--- src/rtl/monitor_overlay_ctrl_pkg.sv ---
`default_nettype none
// ============================================================================
// Module      : monitor_overlay_ctrl_pkg
// Description : Shared state encoding and 6502 bus constants for the
//               debug-monitor overlay controller.
// Revision    : 1.0 - initial release
// ============================================================================
package monitor_overlay_ctrl_pkg;

    typedef enum logic [1:0] {
        ST_NORMAL  = 2'd0,
        ST_ARMED   = 2'd1,
        ST_OVERLAY = 2'd2,
        ST_EXIT    = 2'd3
    } ovl_state_t;

    localparam logic [15:0] c_NMI_VEC_LO = 16'hFFFA;
    localparam logic [15:0] c_NMI_VEC_HI = 16'hFFFB;
    localparam logic [7:0]  c_OP_RTI     = 8'h40;

endpackage : monitor_overlay_ctrl_pkg
`default_nettype wire

--- src/rtl/monitor_overlay_ctrl_nmi_pulse_gen.sv ---
`default_nettype none
// ============================================================================
// Module      : monitor_overlay_ctrl_nmi_pulse_gen
// Description : Loadable down-counter driving an active-low NMI for exactly
//               the loaded number of clk cycles.
// Revision    : 1.0 - initial release
// ============================================================================
module monitor_overlay_ctrl_nmi_pulse_gen (
    input  logic       clk,
    input  logic       rst,
    input  logic       i_load,
    input  logic [7:0] i_width,
    output logic       o_nmi_n,
    output logic       o_active
);

    logic [7:0] r_cnt;

    always_ff @(posedge clk) begin
        if (rst) begin
            r_cnt <= 8'd0;
        end else if (i_load) begin
            r_cnt <= i_width;
        end else if (r_cnt != 8'd0) begin
            r_cnt <= r_cnt - 8'd1;
        end
    end

    assign o_active = (r_cnt != 8'd0);
    assign o_nmi_n  = ~o_active;

endmodule : monitor_overlay_ctrl_nmi_pulse_gen
`default_nettype wire

--- src/rtl/monitor_overlay_ctrl.sv ---
`default_nettype none
// ============================================================================
// Module      : monitor_overlay_ctrl
// Description : Hands the 6502 bus between main memory and the $FFxx debug
//               monitor around a debugger-requested NMI.
// Revision    : 1.0 - initial release
// ============================================================================
module monitor_overlay_ctrl
    import monitor_overlay_ctrl_pkg::*;
#(
    parameter int         NMI_WIDTH   = 128,
    parameter int         ARM_TIMEOUT = 16,
    parameter logic [7:0] OVL_BASE    = 8'hFF
) (
    input  logic        clk,
    input  logic        rst,
    input  logic        nmi_req,
    input  logic [15:0] cpu_addr,
    input  logic        cpu_rw,
    input  logic [7:0]  cpu_data,
    input  logic        sync,
    input  logic        bus_strobe,
    output logic        nmi_n,
    output logic        overlay_sel,
    output logic [7:0]  mon_addr,
    output logic        in_monitor,
    output logic        busy,
    output logic        arm_timeout_err
);

    ovl_state_t r_state;
    ovl_state_t w_state_next;
    logic [7:0] r_arm_cnt;
    logic [7:0] w_arm_inc;
    logic       r_err;
    logic       w_pulse_active;
    logic       w_accept;
    logic       w_win;
    logic       w_vec;
    logic       w_arm_clr;
    logic       w_arm_step;
    logic       w_err_set;

    assign w_win     = (cpu_addr[15:8] == OVL_BASE);
    assign w_vec     = (cpu_addr == c_NMI_VEC_LO) || (cpu_addr == c_NMI_VEC_HI);
    assign w_accept  = nmi_req && (r_state == ST_NORMAL) && !w_pulse_active;
    assign w_arm_inc = r_arm_cnt + 8'd1;

    monitor_overlay_ctrl_nmi_pulse_gen u_nmi_pulse_gen (
        .clk      (clk),
        .rst      (rst),
        .i_load   (w_accept),
        .i_width  (8'(NMI_WIDTH)),
        .o_nmi_n  (nmi_n),
        .o_active (w_pulse_active)
    );

    always_comb begin
        w_state_next = r_state;
        w_arm_clr    = 1'b0;
        w_arm_step   = 1'b0;
        w_err_set    = 1'b0;
        case (r_state)
            ST_NORMAL: begin
                if (w_accept) begin
                    w_state_next = ST_ARMED;
                    w_arm_clr    = 1'b1;
                end
            end
            ST_ARMED: begin
                // The vector fetch takes priority over a timeout on the same strobe.
                if (bus_strobe) begin
                    if (cpu_rw && (cpu_addr == c_NMI_VEC_LO)) begin
                        w_state_next = ST_OVERLAY;
                    end else if (w_arm_inc == 8'(ARM_TIMEOUT)) begin
                        w_state_next = ST_NORMAL;
                        w_err_set    = 1'b1;
                    end else begin
                        w_arm_step   = 1'b1;
                    end
                end
            end
            ST_OVERLAY: begin
                if (bus_strobe && sync && w_win && (cpu_data == c_OP_RTI)) begin
                    w_state_next = ST_EXIT;
                end
            end
            ST_EXIT: begin
                // First user opcode fetch after the RTI stack pulls.
                if (bus_strobe && sync) begin
                    w_state_next = ST_NORMAL;
                end
            end
            default: w_state_next = ST_NORMAL;
        endcase
    end

    always_ff @(posedge clk) begin
        if (rst) begin
            r_state   <= ST_NORMAL;
            r_arm_cnt <= 8'd0;
            r_err     <= 1'b0;
        end else begin
            r_state <= w_state_next;
            if (w_arm_clr) begin
                r_arm_cnt <= 8'd0;
            end else if (w_arm_step) begin
                r_arm_cnt <= w_arm_inc;
            end
            if (w_accept) begin
                r_err <= 1'b0;
            end else if (w_err_set) begin
                r_err <= 1'b1;
            end
        end
    end

    assign overlay_sel     = ((r_state == ST_ARMED) && w_vec) ||
                             (((r_state == ST_OVERLAY) || (r_state == ST_EXIT)) && w_win);
    assign mon_addr        = cpu_addr[7:0];
    assign in_monitor      = (r_state == ST_OVERLAY) || (r_state == ST_EXIT);
    assign busy            = (r_state != ST_NORMAL) || w_pulse_active;
    assign arm_timeout_err = r_err;

endmodule : monitor_overlay_ctrl
`default_nettype wire

--- config.mk ---
export PLATFORM = sky130hd
export DESIGN_NAME = monitor_overlay_ctrl
export DESIGN_NICKNAME = d
export VERILOG_FILES = /design/src/rtl/monitor_overlay_ctrl_pkg.sv /design/src/rtl/monitor_overlay_ctrl_nmi_pulse_gen.sv /design/src/rtl/monitor_overlay_ctrl.sv
export SDC_FILE = /design/constraint.sdc
export NUM_CORES = 1
export LEC_CHECK = 0
export CORE_MARGIN = 1.5
export CORE_UTILIZATION = 45
export DETAILED_ROUTE_END_ITERATION = 10
export PLACE_DENSITY = 0.79
export SYNTH_ARGS = -nofsm -noshare
export SYNTH_HDL_FRONTEND = slang
export SYNTH_SLANG_ARGS = --single-unit
--- constraint.sdc ---
create_clock -name clk -period 2.39 [get_ports clk]
set_input_delay 0.478 -clock clk [delete_from_list [all_inputs] [get_ports clk]]
set_output_delay 0.478 -clock clk [all_outputs]
set_load 0.005 [all_outputs]
==> impl_metrics.py <==
metrics = {
    "outcome": {
        "outcome": "complete, no violations",
    },
    "timing": {
        "finalCriticalPeriod_ps": 2300,
        "max_slew.worst_pin.slew_ps": 482,
        "rsz0062_at_grt": "no",
        "max_slew_margin": 0.676,
        "slew_violations": 0,
        "finClkSkew_ps": 7.38,
        "finalSetupViolations": 0,
        "final_min_period_over_clock_period": 0.964,
        "hold_viol_final": 0,
        "fmax_ghz": 0.434,
    },
    "power": {
        "power_per_cell_area_nw_per_um2": 748,
        "power.ir.vdd_worst_mv": 0.742,
        "p_leak_nw": 0.637,
    },
    "critical_path": {
        "cp_data_required_time_ps": 1910,
        "worstSetupStartpointType": "register",
        "worstSetupPathType": "reg -> out",
        "crit_arrival_ps": 1830,
        "crit_start": "u_nmi_pulse_gen.r_cnt[0]$_SDFFE_PP0P_",
        "worstSetupEndpointType": "primary output",
        "cp_max_fanout": 2,
        "r2r_start": "r_arm_cnt[0]$_SDFFE_PP0P_",
    },
    "cells_and_area": {
        "nFillCells": 229,
        "stdcell_count": 221,
        "final_common_cell": "sky130_fd_sc_hd__clkdlybuf4s50_1",
        "number_of_inserted_diodes": 0,
        "final_cell_mix": "39 x sky130_fd_sc_hd__clkdlybuf4s50_1, 17 x sky130_fd_sc_hd__dfxtp_1, 15 x sky130_fd_sc_hd__nor2_1, 11 x sky130_fd_sc_hd__nand2_1, 8 x sky130_fd_sc_hd__a21oi_1",
        "finish.net_count": 225,
        "final_core_util": 0.629,
        "flow.area_growth_from_synthesis_pct": 34.8,
        "layout-drive-gt1-share": 0.168,
        "finish.instance_area_um2": 1720,
    },
    "global_routing": {
        "aggregate_global_routing_overflow": 0,
        "grt_pass1_wl_um": 5430,
        "grt_util_all_layers": 0.213,
        "grt_antenna_before_repair": 0,
        "first_global_vias": 1218,
        "grt_start_max_net_pins": 14,
    },
    "clock_tree": {
        "cts.path.max_buffers": 2,
        "cts-buffers-inserted": 3,
        "clk-insertion-delay-late_ps": 310,
        "post-cts-setup-buffers": 0,
        "clock_sink_count": 19,
        "cts-root-buf": "sky130_fd_sc_hd__clkbuf_4",
        "cts_max_level": 1,
        "clk_pin_slew_worst_paths_ps": 110,
        "clock_tree_from_tritoncts": "built",
    },
    "synthesis": {
        "ys_types": 47,
        "asyncSetResetFlopFracSynth": 0,
        "synth_enable_flop_cells": 0,
        "net_count_synth": 188,
        "netlist.area_leader.share": 0.298,
        "post_synth_instance_area_um2": 1280,
        "synth_area_leaders": "sky130_fd_sc_hd__dfxtp_1 30%, sky130_fd_sc_hd__buf_4 5.3%, sky130_fd_sc_hd__nor2_1 4.4%",
        "yosys_warnings": 0,
        "syn_avg_cell_area_um2": 8.29,
        "portion_of_the_post_synthesis_area_used_by_sequential_elements": 0.298,
        "synth_ff_type": "sky130_fd_sc_hd__dfxtp_1",
        "synth_largest_area_cell": "sky130_fd_sc_hd__dfxtp_1",
        "synth_cells": 154,
        "yosys_register_bits": 19,
    },
    "die": {
        "die_h_um": 56.3,
        "placementRows": 19,
        "floorplan.die_area_um2": 3160,
        "boundaryPins": 43,
        "die_width_um": 56.3,
        "start_util": 0.467,
        "core-area_um2": 2730,
    },
    "flow_run": {
        "maxCapViolations": 0,
    },
    "route": {
        "firstDrtPassIters": 4,
        "remaining_drc_errors": 0,
        "vias_per_cell": 5.58,
        "avgRoutedWirePerCell_um": 14.0,
        "drtAntennaViolNets": 0,
        "totalWireLength_um": 3100,
        "initialDrtViolationCount": 16,
        "via_count": 1234,
    },
    "placed_design": {
        "numPortBuffers": 42,
        "place_hpwl_um": 2460,
        "place_congestion": 0.818,
        "instance_count_after_placement_with_tap_cells_included": 217,
        "post_dp_cell_area_um2": 1670,
    },
    "min_path": {
        "hold_path_startpoint": "arm_timeout_err$_SDFFE_PP0P_",
        "hold_path_class": "reg -> reg",
    },
}
## layer usage
metal,share of wire,vias up,GRT usage
li1,-,624,-
met2,0.55,26,0.371
met3,0.041,4,0.0599
met4,0.010,0,0.0714
met1,0.40,580,0.251
met5,0,-,0
## path summary, 6_finish.rpt
path                                                     end  slack, ps  cells after the start
worst min register to register  arm_timeout_err$_SDFFE_PP0P_        450                      2
worst max-delay path                                    busy         90                      6
worst max register to register       r_state[0]$_SDFFE_PP0P_        340                      6
worst min-delay path            arm_timeout_err$_SDFFE_PP0P_        450                      2
## through the flow
step	hold WS (ps)	worst slack [ps]	total power (W)	setup TNS, ps
6_report	449	86.5	0.00129	0
5_1_grt	489	24.2	0.00139	0
4_1_cts	452	5.77	0.00124	0
3_5_place_dp	434	-63.6	0.00107	-63.6
3_3_place_gp	432	2.28	0.00104	0
2_1_floorplan	441	534	0.000828	0
## synth_stat cells (all sizes together), types with 2 or more instances
master and number:
a211o 2, a211oi 5, a21oi 8, and2 2
and4 2, buf 13, clkbuf 3, dfxtp 19
ha 4, inv 6, mux2i 5, nand2 11
nand3 4, nand3b 3, nand4 7, nor2 15
nor2b 2, nor3 7, nor4 3, or2 2
or3 4, or4 3, xnor2 6, xor2 3
## worst max-delay path, cell delays in order (launching register included)
cell,delay (ps)
sky130_fd_sc_hd__dfxtp_2,340
sky130_fd_sc_hd__inv_1,80
sky130_fd_sc_hd__ha_2,170
sky130_fd_sc_hd__nor3b_4,200
sky130_fd_sc_hd__and2_4,170
sky130_fd_sc_hd__or3b_2,450
sky130_fd_sc_hd__clkbuf_2,120
## area by class of cell
cell class                 instances  area (um^2)  area share
clock buffer                       4         26.3      0.0153
tap                               31         38.8      0.0225
sequential                        19          383       0.223
multi-input combinational        111          769       0.447
inverter                           6         22.5      0.0131
timing repair buffer              50          480       0.279
## timing repair
action | CTS | global route
setup endpoints to repair | 3 | 2
hold buffers | 0 | 0
gates resized for setup | 3 | 11
## power by group
part	switching, W	internal, W	leakage, nW
Combinational	0.000287	0.000374	0.467
Clock	0.000101	0.0000652	0.0150
Sequential	0.0000737	0.000387	0.155
Total	0.000461	0.000826	0.637
## flip-flops by register name, indices dropped and copies added, names as in the netlist, named ones only
signal and flops:
r_arm_cnt 8, u_nmi_pulse_gen.r_cnt 8, arm_timeout_err 1, r_state 1
## cell families after synthesis
group           after synthesis  synth area share
mux                           5            0.0392
fa+ha+maj                     4            0.0392
simple gates                 69             0.308
buf+inv                      24             0.117
xor+xnor                      9            0.0618
compound gates               24             0.137
flops                        19             0.298
(Power assumes the default switching activity.)
